File: src/rtl/frame_stats.sv
// frame_stats: per-frame peak |sample|, peak index and energy over a
// valid/ready sample stream, presented on a held valid/ready result port.
// Ports:
//   clk_i, rst_ni                    clock, async active-low reset
//   sample_data_i/valid_i/ready_o    signed sample stream
//   frame_start_i                    realigns the frame to index 0
//   peak_abs_o, peak_index_o         peak magnitude and first index of it
//   energy_o                         sum of squares over the frame
//   stats_valid_o/stats_ready_i      result handshake
//   frame_count_o                    completed frames (wraps)
//   frame_short_o                    pulse when a partial frame is dropped
module frame_stats #(
   parameter int unsigned WIDTH      = 32,
   parameter int unsigned DEPTH      = 256,
   parameter int unsigned ADDR_WIDTH = $clog2(DEPTH)
) (
   input  logic                            clk_i,
   input  logic                            rst_ni,
   input  logic [WIDTH-1:0]                sample_data_i,
   input  logic                            sample_valid_i,
   output logic                            sample_ready_o,
   input  logic                            frame_start_i,
   output logic [WIDTH-1:0]                peak_abs_o,
   output logic [ADDR_WIDTH-1:0]           peak_index_o,
   output logic [2*WIDTH+ADDR_WIDTH-1:0]   energy_o,
   output logic                            stats_valid_o,
   input  logic                            stats_ready_i,
   output logic [15:0]                     frame_count_o,
   output logic                            frame_short_o
);

   localparam int unsigned CNT_W    = ADDR_WIDTH + 1;
   localparam int unsigned PROD_W   = 2 * WIDTH;
   localparam int unsigned ENERGY_W = 2 * WIDTH + ADDR_WIDTH;

   typedef enum logic [1:0] {
      ST_COLLECT = 2'd0,
      ST_DRAIN   = 2'd1,
      ST_HOLD    = 2'd2
   } state_t;

   state_t                state_q, state_d;
   logic                  accept_c, clear_c, hold_entry_c, short_d;
   logic [CNT_W-1:0]      sample_cnt;
   logic [WIDTH-1:0]      abs_c, abs_q;
   logic [ADDR_WIDTH-1:0] idx_q;
   logic                  s1_valid;
   logic [WIDTH-1:0]      peak_acc, peak_nxt;
   logic [ADDR_WIDTH-1:0] idx_acc, idx_nxt;
   logic [ENERGY_W-1:0]   energy_acc, energy_nxt;
   logic [PROD_W-1:0]     sq_c;

   assign accept_c = sample_valid_i && sample_ready_o;

   // Two's-complement magnitude; the most negative value maps to 2^(WIDTH-1).
   assign abs_c = sample_data_i[WIDTH-1] ? (~sample_data_i + WIDTH'(1)) : sample_data_i;

   // Stage 2 next values, also used to latch the result at HOLD entry so the
   // final sample absorbed during DRAIN is included.
   always_comb begin
      sq_c       = PROD_W'(abs_q) * PROD_W'(abs_q);
      peak_nxt   = peak_acc;
      idx_nxt    = idx_acc;
      energy_nxt = energy_acc;
      if (s1_valid) begin
         energy_nxt = energy_acc + ENERGY_W'(sq_c);
         if (abs_q > peak_acc) begin
            peak_nxt = abs_q;
            idx_nxt  = idx_q;
         end
      end
   end

   // State register.
   always_ff @(posedge clk_i or negedge rst_ni) begin
      if (!rst_ni) state_q <= ST_COLLECT;
      else         state_q <= state_d;
   end

   // Next-state and control decode.
   always_comb begin
      state_d      = state_q;
      clear_c      = 1'b0;
      hold_entry_c = 1'b0;
      short_d      = 1'b0;
      unique case (state_q)
         ST_COLLECT: begin
            if (frame_start_i) begin
               clear_c = 1'b1;
               short_d = (sample_cnt != '0);
            end else if (accept_c && sample_cnt == CNT_W'(DEPTH - 1)) begin
               state_d = ST_DRAIN;
            end
         end
         ST_DRAIN: begin
            state_d      = ST_HOLD;
            hold_entry_c = 1'b1;
         end
         ST_HOLD: begin
            if (stats_valid_o && stats_ready_i) begin
               state_d = ST_COLLECT;
               clear_c = 1'b1;
            end
         end
         default: state_d = ST_COLLECT;
      endcase
   end

   // Sample counter, stage 1 and stage 2 accumulators.
   always_ff @(posedge clk_i or negedge rst_ni) begin
      if (!rst_ni) begin
         sample_cnt <= '0;
         abs_q      <= '0;
         idx_q      <= '0;
         s1_valid   <= 1'b0;
         peak_acc   <= '0;
         idx_acc    <= '0;
         energy_acc <= '0;
      end else begin
         if (clear_c)       sample_cnt <= accept_c ? CNT_W'(1) : '0;
         else if (accept_c) sample_cnt <= sample_cnt + CNT_W'(1);

         s1_valid <= accept_c;
         if (accept_c) begin
            abs_q <= abs_c;
            idx_q <= clear_c ? '0 : sample_cnt[ADDR_WIDTH-1:0];
         end

         if (clear_c) begin
            peak_acc   <= '0;
            idx_acc    <= '0;
            energy_acc <= '0;
         end else begin
            peak_acc   <= peak_nxt;
            idx_acc    <= idx_nxt;
            energy_acc <= energy_nxt;
         end
      end
   end

   // Registered outputs.
   always_ff @(posedge clk_i or negedge rst_ni) begin
      if (!rst_ni) begin
         sample_ready_o <= 1'b1;
         peak_abs_o     <= '0;
         peak_index_o   <= '0;
         energy_o       <= '0;
         stats_valid_o  <= 1'b0;
         frame_count_o  <= '0;
         frame_short_o  <= 1'b0;
      end else begin
         sample_ready_o <= (state_d == ST_COLLECT);
         frame_short_o  <= short_d;
         if (hold_entry_c) begin
            peak_abs_o    <= peak_nxt;
            peak_index_o  <= idx_nxt;
            energy_o      <= energy_nxt;
            stats_valid_o <= 1'b1;
            frame_count_o <= frame_count_o + 16'(1);
         end else if (stats_valid_o && stats_ready_i) begin
            stats_valid_o <= 1'b0;
         end
      end
   end

endmodule

File: config.mk
export PLATFORM = sky130hd
export DESIGN_NAME = frame_stats
export DESIGN_NICKNAME = d
export VERILOG_FILES = /design/src/rtl/frame_stats.sv
export SDC_FILE = /design/constraint.sdc
export NUM_CORES = 2
export LEC_CHECK = 0
export BUFFER_PORTS_ARGS = -buffer_cell sky130_fd_sc_hd__buf_2
export CAP_MARGIN = 20
export CORE_MARGIN = 2
export CORE_UTILIZATION = 45
export CTS_CLUSTER_DIAMETER = 150
export DETAILED_ROUTE_END_ITERATION = 7
export SYNTH_ARGS = -nofsm -noshare
export SYNTH_HDL_FRONTEND = slang
export SYNTH_SLANG_ARGS = --single-unit
File: constraint.sdc
create_clock -name clk_i -period 7.7 [get_ports clk_i]
set_input_delay 0.77 -clock clk_i [delete_from_list [all_inputs] [get_ports clk_i]]
set_output_delay 0.77 -clock clk_i [all_outputs]
set_load 0.1 [all_outputs]
### Word-level counts from Yosys, hierarchy flattened

Index checks and enable logic that the tools add are counted.

| operators by class | value |
|---|---|
| muxes and demuxes | 25 |
| reductions and logical operators | 8 |
| eq/ne operators | 3 |
| add/subtract/negate cells | 4 |
| $lt $le $gt $ge | 1 |
| $mul | 1 |
| bitwise logic cells | 1 |

Operator list:

| cell | count |
|---|---|
| 72-bit 2-to-1 mux | 2 |
| 32-bit 2-to-1 mux | 4 |
| 72-bit by 64-bit adder with 72-bit output | 1 |
| 32-bit by 32-bit multiplier with 64-bit output | 1 |
| 32-bit by 1-bit adder with 32-bit output, second input constant | 1 |
| 32-bit > comparator | 1 |
| 8-bit 2-to-1 mux | 4 |
| 32-bit NOT | 1 |
| 9-bit 2-to-1 mux | 2 |
| 16-bit by 1-bit adder with 16-bit output, second input constant | 1 |
| 9-bit by 1-bit adder with 9-bit output, second input constant | 1 |
| 9-bit by 8-bit equality test with 1-bit output, second input constant | 1 |
| 9-bit nonzero test | 1 |
| 1-bit 2-to-1 mux | 8 |
| 2-bit 2-to-1 mux | 3 |
| 2-bit case mux with 3 select lines | 1 |
| 2-bit zero test | 2 |
| 2-bit nonzero test | 2 |
| 1-bit logical AND | 3 |
| 2-bit by 1-bit equality test with 1-bit output, second input constant | 1 |
| 2-bit equality test, second input constant | 1 |
| 1-bit case mux with 2 select lines | 1 |

| word-level totals | value |
|---|---|
| word-level logic and storage cells | 58 |
| flip-flop bits (word level) | 295 |
| output and inout port bits | 131 |
| bits of input ports | 37 |

### Longest topological paths before layout

| logic depth | value |
|---|---|
| depth after elaboration | 6 |
| gate-level depth with buffers | 31 |
| mapped depth without buffers | 29 |

### Worst setup path before layout

OpenSTA, ideal clock, no wires.

| path | value |
|---|---|
| kind | register to register |
| from | register abs_q[4] |
| to | register energy_o[56] |
| path slack | 0.049 ns |
| cell stages (with the launch flop) | 26 |
| clock period less this slack | 7.651 ns |
| required time | 7.563 ns |
| arrival | 7.514 ns |
| path through | dfrtp_1 -> clkbuf_1 -> clkbuf_1 -> nand2_1 -> fa_1 -> fa_1 -> fa_1 -> inv_1 -> fa_1 -> fa_1 -> fa_1 -> fa_1 -> inv_1 -> fa_1 -> inv_1 -> ha_1 -> clkbuf_1 -> nand4_1 -> or4_1 -> o221ai_1 -> a21bo_2 -> a21oi_1 -> o21ai_0 -> nor3_1 -> a311oi_1 -> a21oi_1 |

| on the way | value |
|---|---|
| word-level cells in the longest chain between the ends | 3 |

RTL lines:

| item | RTL line | RTL |
|---|---|---|
| start, declared | 45 | `logic [WIDTH-1:0] abs_c, abs_q;` |
| start signal, assigned | 125 | `abs_q <= abs_c;` |
| 32-bit by 32-bit multiplier with 64-bit output | 61 | `sq_c = PROD_W'(abs_q) * PROD_W'(abs_q);` |
| 72-bit by 64-bit adder with 72-bit output | 66 | `energy_nxt = energy_acc + ENERGY_W'(sq_c);` |
| 72-bit 2-to-1 mux | 65 | `if (s1_valid) begin` |
| end signal, assigned | 157 | `energy_o <= energy_nxt;` |
| end, declared | 25 | `output logic [2*WIDTH+ADDR_WIDTH-1:0] energy_o,` |

No other way between the ends.
A chain may end at the register's enable or synchronous reset.

### Final worst setup path

| path | value |
|---|---|
| from | register abs_q[9] |
| to | register energy_o[70] |

Same word-level chain as after synthesis.

==> summary.txt <==
Setup path
  – Reg2reg setup slack: -0.15 ns
  – Crit path buf inv count: 7
  – Crit end category: flop
  – Startpoint types: flop
  – Critical path origin: abs_q[9]
  – Reg2Reg Depth: 27
  – Worst r2r dst: energy_o[70]
  – Slowest CP cell: fa_1
  – Critical path depth: 27
  – CP Max Fanout: 5
  – Crit path to: energy_o[70]
  – CP peak stage delay: roughly 0.55 ns
  – Arr. time, crit path: 8.31 ns
  – Most frequent cell on the critical path: fa_1
  – Setup CP Type: flop to flop
  – Family with the most delay on the worst path: adder cells
  – Crit path required time: approximately 8 ns
  – RR Startpoint: abs_q[9]

Clock network
  – CTS tree: yes
  – Clock transition at path regs: roughly 0.060 ns
  – # H-tree levels: 2
  – Root Buffer: clkbuf_16
  – Num CTS Buffers: 40
  – Longest Clk Path Bufs: 3
  – CTS Sinks: just under 300
  – Clk Latency, worst-skew pair: about 0.62 ns

STA
  – Minimum clock period: about 8 ns
  – Final hold vios: 0
  – Relative slew margins: approximately 37%
  – Least-Margin Pin Slew: about 0.94 ns
  – RSZ-0062 raised after global routing: true
  – Setup violators final: 24
  – Fin crit share: 102.0%
  – Clk_skew: 0.03692 ns
  – Fin. max-slew vios: 0
  – Max Clk Rate: approximately 130 MHz
  – Setup ws final: -0.1517 ns

Yosys
  – Synth async-reset ratio: 100.0%
  – Synthesized area: 43730 um^2
  – EDFF count, synth: 0
  – Register bit count reported by yosys: ~300
  – Top FF cell, synth: dfrtp_1
  – YS warnings: 0
  – Sequential-to-total area share from yosys stat: between 10% and 20%
  – Avg Synthesized Cell Area: about 9.4 um^2
  – Netlist cell types: 66
  – Synthesized netlist cell count: about 4600
  – Net count after synthesis: approximately 6000

Die
  – Die area: 99690 um^2
  – Initial core utilization: between 40% and 50%
  – Row count: ~110
  – Core Area: 96570 um^2
  – # IOs: ~170
  – Die W: approximately 320 um
  – Die Span Y: 315.7 um

Detailed routing
  – DR iter-0 viols: around 2100
  – DRT antenna net count: 0
  – Wirelength, routed: about 130000 um
  – Wire length per cell: slightly below 20 um
  – Vias per cell: about 5.1
  – DR vias: about 33000
  – Residual DRC count: 0
  – DRT Pass-1 Iters: 5

Placement
  – RePlAce Congestion: 0.9366
  – Final HPWL DP: about 110000 um
  – Port bufs: 167
  – Cell area after placement: around 50000 um^2
  – Placed Cells: ~6400
  – Post-Place Worst Slack: -0.9930 ns

Outcome
  – Failing checks: negative setup slack
  – Status: finished with violations

Global route
  – Largest net degree at the start of global routing: ~110
  – First-pass GRT wire length: 206600 um
  – Initial antenna violation count: 11
  – Number of global-route vias before repair: about 36000
  – GRT Overall Usage: 27.32%
  – GRT overflow: 0

Layout
  – Final instance area: 52920 um^2
  – Storage cell area: about 7400 um^2
  – Fill count: 8747
  – Nets@finish: ~6400
  – Fin cells: 6542
  – Area delta synth->final: 21.02%
  – Share of layout cells above drive strength 1: about 20%
  – Area of the multi-input gates: ~32000 um^2
  – Core Util, Final: between 50% and 60%

Flow run
  – Max-Cap Viols: 0

Min path
  – Worst min path class: primary input to async pin
state kept, by name (all words and copies together) (netlist names):
register / cells
energy_acc: 72
energy_o: 72
abs_q: 32
peak_abs_o: 32
peak_acc: 32
frame_count_o: 16
sample_cnt: 9
idx_acc: 8
idx_q: 8
peak_index_o: 8
state_q: 2
frame_short_o: 1
s1_valid: 1
sample_ready_o: 1
stats_valid_o: 1
how the worst min path moves through the flow:
stage / end / cells past startpoint / slack, ns / startpoint
6_report: frame_count_o[0] / 1 / 0.16 / rst_ni
5_1_grt: frame_count_o[0] / 1 / 0.19 / rst_ni
4_1_cts: frame_count_o[0] / 1 / 0.17 / rst_ni
3_5_place_dp: energy_o[50] / 1 / 0.46 / energy_o[50]
3_3_place_gp: energy_o[25] / 2 / 0.46 / energy_o[25]
2_1_floorplan: idx_q[1] / 2 / 0.45 / idx_q[1]
per-stage QoR:
step	setup TNS (ns)	hold WS [ns]
2_1_floorplan	0	0.4478
5_1_grt	-15.07	0.1865
3_5_place_dp	-40.16	0.4640
4_1_cts	-1.080	0.1666
3_3_place_gp	-40.85	0.4575
6_report	-1.528	0.1570
final cells by class:
cell class | instances | share of cell area [%]
diodes | 5 | 0.02364
multi-input cells | 3005 | 61.26
repair buffers | 756 | 11.05
inverters | 1132 | 8.048
well taps | 1276 | 3.017
clock inverters | 19 | 0.4634
flip-flops and latches | 295 | 13.97
clock buffers | 54 | 2.161
kinds of logic after synthesis:
| group | Yosys count | synth area share [%] |
|---|---|---|
| buffers and inverters | 1334 | 11.46 |
| adder cells (fa/ha/maj) | 1174 | 48.60 |
| AND/OR/NAND/NOR | 1113 | 11.45 |
| AO/OA/AOI/OAI | 493 | 6.801 |
| flip-flops | 295 | 16.88 |
| XOR/XNOR | 123 | 2.464 |
| multiplexers | 102 | 2.340 |
routing by layer:
metal	wire [um]	vias up	track usage [%]
li1	-	15131	-
met1	53920	16932	37.01
met2	62410	878	44.88
met3	8919	188	5.031
met4	4247	6	8.229
met5	41	-	0
Yosys cell counts (4+ instances only):
cell type	instances	area, um^2
o21bai_1	20	150.1
ha_1	300	3754
nand3_1	23	115.1
o41ai_1	4	35.03
a31oi_1	12	75.07
mux2i_1	100	1001
o2111ai_1	4	35.03
a21boi_0	8	60.06
nand4_1	42	262.8
o21ai_0	198	991.0
nor3_1	21	105.1
or3_1	6	37.54
xnor2_1	59	516.8
and3_1	15	93.84
xor2_1	64	560.5
nor2_1	252	945.9
clkinv_1	5	18.77
nand2b_1	10	62.56
o21ai_1	4	20.02
o31ai_1	16	120.1
inv_1	1125	4223
buf_2	4	20.02
buf_1	5	18.77
nor2b_1	15	93.84
a21o_1	51	382.9
a221o_1	5	50.05
fa_1	874	17500
nand2_1	529	1986
nor4_1	6	37.54
a211oi_1	9	67.56
and2_1	169	1057
clkbuf_1	193	724.4
or4_1	6	45.04
a21oi_1	116	580.6
dfrtp_1	294	7357
and4_1	4	35.03
o21a_1	12	90.09
placed cells by master, fill, tap and decap left out, types with 7 or more instances in the layout:
cell          n
inv_1      1110
fa_1        855
buf_4       529
nand2_1     520
dfrtp_1     287
ha_1        276
nor2_1      231
o21ai_0     175
buf_2       166
and2_1      165
mux2i_1      94
a21oi_1      93
xor2_1       63
xnor2_1      55
a21o_1       51
nand4_1      42
clkbuf_16    41
buf_12       38
ha_4         23
nand3_1      22
a21oi_2      21
nor3_1       19
fa_2         19
buf_6        19
o21ai_1      16
nor2b_1      15
inv_2        15
o21bai_1     14
o21a_1       12
and3_1       12
nor2_2       12
o31ai_1      12
nand2b_1      9
nor2_4        9
clkbuf_8      9
nand2_2       8
o21ai_2       7
a31oi_1       7
timing repair:
item / 4_1_cts / 5_1_grt
pin swaps: 51 / 50
setup endpoints to repair: 86 / 97
buffers inserted: 22 / 12
gates cloned: 0 / 1
hold buffers: 0 / 0
gates resized for setup: 133 / 149
Power is not shown: default switching activity piles up to over one toggle a cycle in this logic, so the estimate is an artifact.
